`src/rtl/ocw2_pkg.sv`:
```
// Shared OCW2 command encodings and reset constants for the 8259A priority
// control slice.
package ocw2_pkg;

  typedef enum logic [2:0] {
    ROT_AEOI_CLR = 3'b000,
    EOI_NONSPEC  = 3'b001,
    NOP          = 3'b010,
    EOI_SPEC     = 3'b011,
    ROT_AEOI_SET = 3'b100,
    ROT_NONSPEC  = 3'b101,
    SET_PRIO     = 3'b110,
    ROT_SPEC     = 3'b111
  } ocw2_cmd_e;

  // After reset the top level is the lowest priority, so level 0 wins.
  function automatic int unsigned prio_reset_value(input int unsigned levels);
    return levels - 32'd1;
  endfunction

endpackage

```
`src/rtl/ocw2_priority_control_rpe.sv`:
```
// Rotating priority encoder: picks the first set request scanning upward from
// rotate+1 with wrap; rotate itself is the lowest priority.
module rotating_priority_encoder #(
  parameter int NUM_LEVELS = 8,
  parameter int LEVEL_W    = $clog2(NUM_LEVELS)
) (
  input  logic [NUM_LEVELS-1:0] request,
  input  logic [LEVEL_W-1:0]    rotate,
  output logic [NUM_LEVELS-1:0] winner,
  output logic [LEVEL_W-1:0]    winner_index,
  output logic                  valid
);

  logic [LEVEL_W-1:0] idx_s;
  logic               hit_s;

  // Scan priority order; the level index wraps naturally at the power-of-two width.
  always_comb begin
    winner       = {NUM_LEVELS{1'b0}};
    winner_index = {LEVEL_W{1'b0}};
    valid        = 1'b0;
    idx_s        = {LEVEL_W{1'b0}};
    hit_s        = 1'b0;
    for (int i = 1; i <= NUM_LEVELS; i++) begin
      idx_s          = rotate + LEVEL_W'(i);
      hit_s          = request[idx_s] & ~valid;
      winner[idx_s]  = winner[idx_s] | hit_s;
      winner_index   = hit_s ? idx_s : winner_index;
      valid          = valid | hit_s;
    end
  end

endmodule

```
`src/rtl/ocw2_priority_control.sv`:
```
// In-service register and rotation state for the 8259A control block: turns
// OCW2 commands and automatic-EOI events into registered ISR clears/rotations.
module ocw2_priority_control
  import ocw2_pkg::*;
#(
  parameter int NUM_LEVELS = 8,
  parameter int LEVEL_W    = $clog2(NUM_LEVELS)
) (
  input  logic                  clock,
  input  logic                  reset,
  input  logic                  write_initial_command_word_1,
  input  logic                  auto_eoi_config,
  input  logic                  write_operation_control_word_2,
  input  logic [2:0]            ocw2_command,
  input  logic [LEVEL_W-1:0]    ocw2_level,
  input  logic                  acknowledge_set,
  input  logic [NUM_LEVELS-1:0] acknowledge_interrupt,
  input  logic                  end_of_acknowledge_sequence,
  output logic [NUM_LEVELS-1:0] in_service_register,
  output logic [NUM_LEVELS-1:0] highest_level_in_service,
  output logic [NUM_LEVELS-1:0] end_of_interrupt,
  output logic                  auto_rotate_mode,
  output logic [LEVEL_W-1:0]    priority_rotate
);

  localparam logic [LEVEL_W-1:0]    PRIO_RESET = LEVEL_W'(prio_reset_value(NUM_LEVELS));
  localparam logic [NUM_LEVELS-1:0] ONE_MASK   = NUM_LEVELS'(1);

  logic [NUM_LEVELS-1:0] isr_r;
  logic [NUM_LEVELS-1:0] eoi_r;
  logic                  auto_rotate_r;
  logic [LEVEL_W-1:0]    prio_r;
  logic [LEVEL_W-1:0]    ack_level_r;

  logic [NUM_LEVELS-1:0] hi_onehot_s;
  logic [LEVEL_W-1:0]    hi_index_s;
  logic                  hi_valid_s;
  logic [LEVEL_W-1:0]    ack_index_s;
  logic [NUM_LEVELS-1:0] clear_s;
  logic [NUM_LEVELS-1:0] set_s;
  logic                  rot_load_s;
  logic [LEVEL_W-1:0]    rot_val_s;
  logic                  auto_rotate_next_s;

  rotating_priority_encoder #(
    .NUM_LEVELS (NUM_LEVELS),
    .LEVEL_W    (LEVEL_W)
  ) u_isr_encoder (
    .request      (isr_r),
    .rotate       (prio_r),
    .winner       (hi_onehot_s),
    .winner_index (hi_index_s),
    .valid        (hi_valid_s)
  );

  // One-hot acknowledge vector to level index for the AEOI latch.
  always_comb begin
    ack_index_s = {LEVEL_W{1'b0}};
    for (int i = 0; i < NUM_LEVELS; i++) begin
      ack_index_s = ack_index_s | (acknowledge_interrupt[i] ? LEVEL_W'(i) : {LEVEL_W{1'b0}});
    end
  end

  // Decode OCW2 and AEOI into clear mask, rotation update and mode update.
  always_comb begin
    clear_s            = {NUM_LEVELS{1'b0}};
    rot_load_s         = 1'b0;
    rot_val_s          = prio_r;
    auto_rotate_next_s = auto_rotate_r;
    set_s              = acknowledge_set ? acknowledge_interrupt : {NUM_LEVELS{1'b0}};

    if (write_operation_control_word_2) begin
      case (ocw2_cmd_e'(ocw2_command))
        EOI_NONSPEC: clear_s = hi_onehot_s;
        EOI_SPEC:    clear_s = ONE_MASK << ocw2_level;
        ROT_NONSPEC: begin
          clear_s = hi_onehot_s;
          if (hi_valid_s) begin
            rot_load_s = 1'b1;
            rot_val_s  = hi_index_s;
          end else begin
            rot_load_s = 1'b0;
          end
        end
        ROT_SPEC: begin
          clear_s    = ONE_MASK << ocw2_level;
          rot_load_s = 1'b1;
          rot_val_s  = ocw2_level;
        end
        SET_PRIO: begin
          rot_load_s = 1'b1;
          rot_val_s  = ocw2_level;
        end
        ROT_AEOI_SET: auto_rotate_next_s = 1'b1;
        ROT_AEOI_CLR: auto_rotate_next_s = 1'b0;
        NOP:          clear_s = {NUM_LEVELS{1'b0}};
        default:      clear_s = {NUM_LEVELS{1'b0}};
      endcase
    end else begin
      clear_s = {NUM_LEVELS{1'b0}};
    end

    // AEOI applied last so its rotation overrides any OCW2 rotation this cycle.
    if (end_of_acknowledge_sequence && auto_eoi_config) begin
      clear_s = clear_s | (ONE_MASK << ack_level_r);
      if (auto_rotate_r) begin
        rot_load_s = 1'b1;
        rot_val_s  = ack_level_r;
      end else begin
        rot_load_s = rot_load_s;
      end
    end else begin
      rot_load_s = rot_load_s;
    end
  end

  // State registers; ICW1 behaves as a synchronous reset over everything else.
  always_ff @(posedge clock or posedge reset) begin
    if (reset) begin
      isr_r         <= {NUM_LEVELS{1'b0}};
      eoi_r         <= {NUM_LEVELS{1'b0}};
      auto_rotate_r <= 1'b0;
      prio_r        <= PRIO_RESET;
      ack_level_r   <= {LEVEL_W{1'b0}};
    end else if (write_initial_command_word_1) begin
      isr_r         <= {NUM_LEVELS{1'b0}};
      eoi_r         <= {NUM_LEVELS{1'b0}};
      auto_rotate_r <= 1'b0;
      prio_r        <= PRIO_RESET;
      ack_level_r   <= {LEVEL_W{1'b0}};
    end else begin
      isr_r         <= (isr_r & ~clear_s) | set_s;
      eoi_r         <= clear_s & isr_r;
      auto_rotate_r <= auto_rotate_next_s;
      if (rot_load_s) begin
        prio_r <= rot_val_s;
      end
      if (acknowledge_set) begin
        ack_level_r <= ack_index_s;
      end
    end
  end

  assign in_service_register      = isr_r;
  assign highest_level_in_service = hi_onehot_s;
  assign end_of_interrupt         = eoi_r;
  assign auto_rotate_mode         = auto_rotate_r;
  assign priority_rotate          = prio_r;

endmodule

```
`config.mk`:
```
export PLATFORM = sky130hd
export DESIGN_NAME = ocw2_priority_control
export DESIGN_NICKNAME = d
export VERILOG_FILES = /design/src/rtl/ocw2_pkg.sv /design/src/rtl/ocw2_priority_control_rpe.sv /design/src/rtl/ocw2_priority_control.sv
export SDC_FILE = /design/constraint.sdc
export NUM_CORES = 1
export LEC_CHECK = 0
export CORE_MARGIN = 2
export CORE_UTILIZATION = 55
export DETAILED_ROUTE_END_ITERATION = 12
export GPL_TIMING_DRIVEN = 0
export PLACE_DENSITY = 0.8
export SETUP_SLACK_MARGIN = 0.05
export SLEW_MARGIN = 0
export SYNTH_ARGS = -nofsm -noshare
export SYNTH_HDL_FRONTEND = slang
export SYNTH_SLANG_ARGS = --single-unit
```
`constraint.sdc`:
```
create_clock -name clock -period 10.3 [get_ports clock]
set_input_delay 2.06 -clock clock [delete_from_list [all_inputs] [get_ports clock]]
set_output_delay 2.06 -clock clock [all_outputs]
set_load 0.05 [all_outputs]
```
* Yosys cells after proc, flatten, opt, wreduce, memory -nomap -nowiden *
Memories as Yosys holds them, arrays and structs flattened.
Index checks and enable logic that the tools add are counted.

storage, ports and cells
  register bits after elaboration = 23
  bits in read-only memories = 8
  input port bits = 21
  memories = 1

memory list
  memory            words  bits a word  read ports  clocked after Yosys merged registers in  write ports  RTL line                         text
  (name not given)  8      1            1           0                                        0            ocw2_priority_control_rpe.sv:27  winner[idx_s] = winner[idx_s] | hit_s;

operators by class
  add/subtract/negate cells = 7
  magnitude comparators = 16
  eq/ne operators = 6
  shift-type cells = 2
  muxes and demuxes = 92
  bitwise operators = 41
  reduce and logical (&&, ||, !) cells = 18

operators by type and width
  operator             count
  $mux 3               20
  $bwmux 8             7
  $bmux 1 s3           15
  $mux 8               5
  $lt 3x4->1 const B   8
  $mux 1               31
  $and 8x8->8          3
  $demux 1 s3          8
  $ge 3x1->1 const B   8
  $or 8x8->8           2
  $pmux 8 s2           1
  $shl 1x3->8 const A  2
  $or 1x1->1           15
  $add 3x3->3 const B  4
  $eq 3x3->1 const B   4
  $logic_and 1x1->1    9
  $or 3x3->3           3
  $not 8->8            1
  $and 1x1->1          7
  $not 1->1            7
  $add 3x2->3 const B  2
  $pmux 3 s2           1
  $reduce_bool 2->1    3
  $reduce_or 2->1      3
  11 further kinds     13

* Logic depth before layout (Yosys ltp) *
Gate-level depths: netlist (run 1).

  word-level depth = 42
  gate-level depth with buffers = 19

* Modules after synthesis *
A second synthesis (run 1) with hierarchy kept.

second synthesis, totals
  cells, all modules = 455
  area, all modules = 3,519.6 um^2

by module, submodules not included
  module                     instances  cells an instance  area an instance (um^2)  seq. area each (um^2)
  rotating_priority_encoder  1          330                2,298.5                  0.0
  ocw2_priority_control      1          125                1,221.2                  579.3

* Least setup slack after synthesis (run 1) *
No wires, ideal clock.

  kind = reg-to-output
  from = register prio_r[1] (netlist: priority_rotate[1])
  to = output port highest_level_in_service[4]
  arrival time = 5,388 ps
  setup slack = 2,852 ps
  stages on the path, launching flop included = 18
  path through = dfstp_2 > buf_4 > buf_6 > clkbuf_1 > clkinv_1 > ha_1 > buf_6 > mux4_2 > mux2i_4 > or3b_1 > buf_2 > o21ai_4 > nor4b_1 > a211oi_1 > o211ai_1 > nand3_1 > nor2_1 > nor3_1

between the ends
  longest elaborated chain between the ends = 34
  elaborated cells between the ends (all ways) = 115
  classes of those cells = add/sub: 7; order compare: 16; mux: 54; bitwise: 29; reduce/logical: 8; memory: 1

ends and longest elaborated chain
  item                                                            RTL line                         text
  from (decl)                                                     ocw2_priority_control.sv:32      logic [LEVEL_W-1:0] prio_r;
  from (signal assigned)                                          ocw2_priority_control.sv:136     prio_r <= rot_val_s;
  $add 3x1->3                                                     ocw2_priority_control_rpe.sv:25  idx_s = rotate + LEVEL_W'(i);
  $lt 3x4->1 (implied by the code) or $ge 3x1->1 (tied branches)  ocw2_priority_control_rpe.sv:27
  $logic_and 1x1->1 (implied by the code)                         ocw2_priority_control_rpe.sv:27
  $mux 1 (implied by the code)                                    ocw2_priority_control_rpe.sv:27
  $demux 1 s3                                                     -
  $and 8x8->8 (no source line)                                    -
  $bmux 1 s3                                                      ocw2_priority_control_rpe.sv:27
  $mux 1 (implied by the code)                                    ocw2_priority_control_rpe.sv:27
  [... 18 more ...]                                               -
  $bmux 1 s3                                                      ocw2_priority_control_rpe.sv:27
  $mux 1 (implied by the code)                                    ocw2_priority_control_rpe.sv:27
  $or 1x1->1                                                      ocw2_priority_control_rpe.sv:27
  $bwmux 8                                                        ocw2_priority_control_rpe.sv:27
  $bmux 1 s3                                                      ocw2_priority_control_rpe.sv:27
  $mux 1 (implied by the code)                                    ocw2_priority_control_rpe.sv:27
  $or 1x1->1                                                      ocw2_priority_control_rpe.sv:27
  $bwmux 8 *                                                      ocw2_priority_control_rpe.sv:27
  to (decl)                                                       ocw2_priority_control.sv:20      output logic [NUM_LEVELS-1:0] highest_level_in_service,

Mark *: on every way between the ends. The rest lies on a longest branch, timed or not. The select of a mux whose other input is x is not followed.

* Worst setup path in the final report (run 1) *
  from = register prio_r[1] (netlist: priority_rotate[1])
  to = output port highest_level_in_service[1]

Same word-level chain as after synthesis.

==> metrics.txt, run 1 <==
post-route ant nets 0; die span in x 83.25 um; core area 5991 um2; share of the synthesized area in the top cell type 0.1449; Overflow after GRT 0; Async SR Flop Fraction 1.000; # port buffers 47; final setup skew 3.676 ps; Worst VDD drop 0.0001462 V; post-DP HPWL 9750 um; Comb power frac 0.698; Final #Nets 533; initial antenna violation count 0; First DRT Iteration DRCs 715; Placement Cell Area 4019 um2; leakage power 1.563 nW; Post-synth EDFFs 0; H-tree depth 1; total number of vias 4262; final critical-path required period 8894 ps; Placer Congestion 1.033; Clock Power Share 0.104; Synth top cells by count nand2_1 (49), nor2_1 (31), nand3_1 (29); vias per cell 7.386; Psw 0.0002877 W; clock latency on the worst-skew pair 270 ps; fin area 4065 um2; Tcrit/Tclk final 0.8635; TritonCTS clock tree built; area delta synth->final 17.67%; area leader, netlist dfrtp_1; Die Y 83.25 um; clock root cell clkbuf_8; clk buf depth 2; yosys warns 0; Seq/Total Area, Yosys 0.1677; DRC errors left 0; gr usage total 0.3750; Slew Viols, Final 0; Boundary Pins 49; Routed wire per std cell 22.83 um; first-pass GRT wire length 21120 um; #FFs+latches synth 23; register area 579.3 um2; Core Rows 28; synthesized instance count 451; # diodes 0; mapped cell area 3455 um2; # setup viols final 0; switch share 0.5328; worst hold slack 560.1 ps; most numerous cell in the Yosys netlist nand2_1; Int Power 0.0002523 W; synth unique cells 85; critical path endpoint category output pin; vias in the first global route 4043; worst endpoint required time 8240 ps; setup_tns 0 ps; hold crit path type flop to flop; Layout Utilization 0.6786; share of layout cells above drive strength 1 0.09562; Worst Tran Pin Value 998.9 ps; clock net sink count 23; largest net degree at the start of global routing 24; Post-CTS Hold Buffers 0; RSZ-0062 raised after global routing no; final hold vios 0; die area 6931 um2; number of gates resized after cts 0; sequential power share 0.199; Filler Cell Count 525; ranking of synthesized cells by area dfrtp_1 (14%), nand2_1 (5.3%), mux2i_1 (4.6%), nand3_1 (4.2%), a21oi_1 (3.9%); multi-input logic area 2688 um2; Initial Utilization 0.5766; Setup Buffers After CTS 0; status complete, no violations; CTS buffer count 3; DRT Wirelength 13170 um; pwr dens 132.8 nW/um2; Critical Path AT 6830 ps; Post-synth top flop dfrtp_1; Mapped Nets 481; Rel. slew slack 0.3293; Max Cap Viol 0; Reg clk slew, reported paths 80 ps; maximum fanout along the worst path 13; Max Freq 0.1124 GHz; Worst setup SP type flop; kind of critical path flop to output pin; Post-Syn Area per Cell 7.660 um2; number of detailed-route iterations in the first pass 6
## worst paths after layout
path	from	to	slack (ps)	depth (start not counted)
setup reg to reg	priority_rotate[1]	in_service_register[1]	4120	17
setup / recovery	priority_rotate[1]	highest_level_in_service[1]	1410	16
max in group asynchronous	reset	end_of_interrupt[7]	7510	2
min in group asynchronous	reset	end_of_interrupt[1]	2260	2
hold / removal	auto_rotate_mode	auto_rotate_mode	560	2
hold reg to reg	auto_rotate_mode	auto_rotate_mode	560	2
## logic make-up (layout without fill, tap and decap cells)
| group | after synthesis | after routing | share of synthesized area |
|---|---|---|---|
| and+or+nand+nor | 198 | 198 | 0.2988 |
| AOI/OAI and AO/OA | 144 | 144 | 0.3129 |
| buffers and inverters | 41 | 92 | 0.05433 |
| muxes | 32 | 32 | 0.1213 |
| DFF | 23 | 23 | 0.1677 |
| adders and majority gates | 9 | 9 | 0.03260 |
| xor gates and xnor gates | 4 | 4 | 0.01232 |
## layer usage
layer,up-vias,track usage,share of wire
met4,0,0.1923,0.058
met1,1928,0.4784,0.36
li1,1827,-,-
met2,412,0.6026,0.44
met5,-,0,0
met3,95,0.07058,0.14
## stage by stage
stage                     setup slack [ps]  cells   power, W
final                                 1406    577  0.0005400
after global routing                  1108    577  0.0005667
after CTS                             1676    577  0.0005258
after detailed placement              1989    573  0.0004692
after global placement                1988    573  0.0004671
after floorplan                       2852    451  0.0003609
## state kept, by name, summed over array words and instances (netlist names)
name                 count
end_of_interrupt         8
priority_rotate          3
auto_rotate_mode         1
ack_level_r              3
in_service_register      8
## cell type report
cell class                      instances  area share
Multi-Input combinational cell        387      0.6611
Sequential cell                        23      0.1425
Timing Repair Buffer                   47      0.1157
Buffer                                 30     0.03601
Tap cell                               75     0.02308
Clock buffer                            3     0.01016
Inverter                               11     0.01016
Clock inverter                          1    0.001231
## worst max-delay path, stage by stage (launching register included)
cell and delay, ps:
dfstp_2 620, buf_4 170, buf_6 170, clkbuf_1 360
clkinv_1 460, ha_1 430, xor2_2 690, mux2i_4 410
or3b_1 360, buf_2 190, o21ai_4 320, a2111oi_4 150
a31oi_2 530, a211oi_2 200, o2111ai_4 300, o2bb2ai_1 270
clkdlybuf4s50_1 900
## cell usage in the layout (no fill, tap or decap), types with 8 or more instances in the layout
cell type and count:
nand2_1 49, clkdlybuf4s50_1 47, nor2_1 31, nand3_1 29, a21oi_1 27, dfrtp_1 20
o21ai_0 19, nor2b_1 17, nor3_1 17, mux2i_1 16, a31oi_1 16, clkbuf_1 15
and2_1 10, inv_1 9, ha_1 9, a32o_1 8
## power by group through the flow
stage | Sequential [W] | Clock (W) | Combinational (W)
after floorplan | 0.000118 | 0 | 0.000243
after global placement | 0.000108 | 0 | 0.000359
after detailed placement | 0.000108 | 0 | 0.000361
after CTS | 0.000106 | 0.0000568 | 0.000363
after global routing | 0.000108 | 0.0000622 | 0.000397
final | 0.000107 | 0.0000561 | 0.000377
Note: power is estimated with default switching activity, not from simulation.
==> inputs of run 2 (changes only) <==
CORE_MARGIN = 4   (was 2)
CTS_CLUSTER_DIAMETER = 200   (was not set)
==> metrics.txt, run 2 (same netlist as run 1, synthesis figures left out) <==
post-route ant nets 0 (unchanged); final hold vios 0 (unchanged); final critical-path required period 8990 ps (+96.52 ps); largest net degree at the start of global routing 24 (unchanged); Tcrit/Tclk final 0.8728 (+0.009371); clock latency on the worst-skew pair 270 ps (about the same); Initial Utilization 0.5766 (unchanged); DRT Wirelength 13810 um (+4.9%); pwr dens 132.7 nW/um2 (-0.11%); Worst Tran Pin Value 961.3 ps (-37.59 ps); critical path endpoint category output pin; dpl cells 573 (unchanged); number of detailed-route iterations in the first pass 8 (+2); Routed wire per std cell 23.94 um (+4.9%); kind of critical path flop to output pin; # port buffers 47 (unchanged); Filler Cell Count 470 (-10%); clock net sink count 23 (unchanged); clk buf depth 2 (unchanged); final setup skew 2.443 ps (-1.233 ps); First DRT Iteration DRCs 615 (-14%); clock root cell clkbuf_8; Overflow after GRT 0 (unchanged); Post-CTS Hold Buffers 0 (unchanged); number of gates resized after cts 0 (unchanged); Critical Path AT 6930 ps (+100 ps); initial antenna violation count 0 (unchanged); vias in the first global route 4194 (+3.7%); Layout Cells excl Fill 577 (unchanged); CTS buffer count 3 (unchanged); Layout Utilization 0.6786 (unchanged); # diodes 0 (unchanged); Max Cap Viol 0 (unchanged); Core Rows 28 (unchanged); die area 7613 um2 (+9.8%); TritonCTS clock tree built; share of layout cells above drive strength 1 0.09562 (unchanged); Boundary Pins 49 (unchanged); vias per cell 7.406 (+0.26%); status complete, no violations; setup_tns 0 ps (unchanged); worst endpoint required time 8240 ps (about the same); Final #Nets 533 (unchanged); first-pass GRT wire length 21980 um (+4.1%); Rel. slew slack 0.3562 (+0.02686); DRC errors left 0 (unchanged); # setup viols final 0 (unchanged); gr usage total 0.3685 (-0.006574); core area 5991 um2 (unchanged); Max Freq 0.1112 GHz (-1.1%); worst hold slack 578.6 ps (+18.56 ps); Die Y 87.25 um (+4.8%); maximum fanout along the worst path 13 (unchanged); area delta synth->final 17.67% (unchanged); Worst setup SP type flop; Slew Viols, Final 0 (unchanged); Reg clk slew, reported paths 80 ps (about the same); die span in x 87.25 um (+4.8%); flop-to-flop setup slack 3920 ps (-200 ps); total number of vias 4273 (+0.26%); Placer Congestion 1.086 (+5.1%); most frequent cells in the layout nand2_1 (49), clkdlybuf4s50_1 (47), nor2_1 (31), nand3_1 (29), a21oi_1 (27); RSZ-0062 raised after global routing no; most common cell after layout, fill and taps aside nand2_1; post-DP HPWL 10240 um (+5.0%); leakage power 1.563 nW (unchanged); H-tree depth 1 (unchanged); Worst VDD drop 0.0001388 V (-5.0%); Setup Buffers After CTS 0 (unchanged); hold crit path type flop to flop
run 2: cell counts in the layout (fill, tap and decap cells not counted):
Identical to the previous run, type by type.
run 2: power breakdown:
part	total, W	switching (W)	internal [W]
sequential	0.000107	0.0000117	0.0000957
combinational	0.000375	0.000246	0.000130
clock	0.0000566	0.0000296	0.0000270
run 2: path summary, 6_finish.rpt:
path,from,to,cells after the start
setup / recovery,priority_rotate[1],highest_level_in_service[2],16
hold / removal,auto_rotate_mode,auto_rotate_mode,2
setup reg to reg,priority_rotate[1],in_service_register[2],17
hold reg to reg,auto_rotate_mode,auto_rotate_mode,2
max in group asynchronous,reset,in_service_register[7],2
min in group asynchronous,reset,end_of_interrupt[4],2
run 2: metal layers:
metal  track usage  wire length, um
met5             0                0
met4        0.1827              736
met3       0.06528             1674
met2        0.5945             6370
met1        0.4709             5032
run 2: per-stage QoR:
step	power, W	area (um2)	worst slack (ps)
after global routing	0.0005626	4065	1077
after detailed placement	0.0004686	4019	1868
after global placement	0.0004653	4019	1805
after CTS	0.0005257	4065	1545
after floorplan	0.0003609	3455	2852
final	0.0005394	4065	1310
run 2: area by class of cell:
| class | instances | area (um2) | share of cell area |
|---|---|---|---|
| multi-input cells | 387 | 2688 | 0.6611 |
| flip-flops and latches | 23 | 579.3 | 0.1425 |
| repair buffers | 47 | 470.5 | 0.1157 |
| plain buffers | 30 | 146.4 | 0.03601 |
| well taps | 75 | 93.84 | 0.02308 |
| clock buffers | 3 | 41.29 | 0.01016 |
| inverters | 11 | 41.29 | 0.01016 |
| clock inverters | 1 | 5.005 | 0.001231 |
run 2: worst max-delay path, stage by stage, from the launching register on:
cell and delay [ps]:
dfstp_2 640, buf_4 180, buf_6 180, clkbuf_1 370, clkinv_1 540, ha_1 520
clkbuf_1 450, nor2b_1 140, a2bb2oi_1 300, nand2_1 350, or4_1 570, a32o_1 250
a31oi_2 550, a211oi_2 200, o2111ai_4 320, a211o_1 260, clkdlybuf4s50_1 830
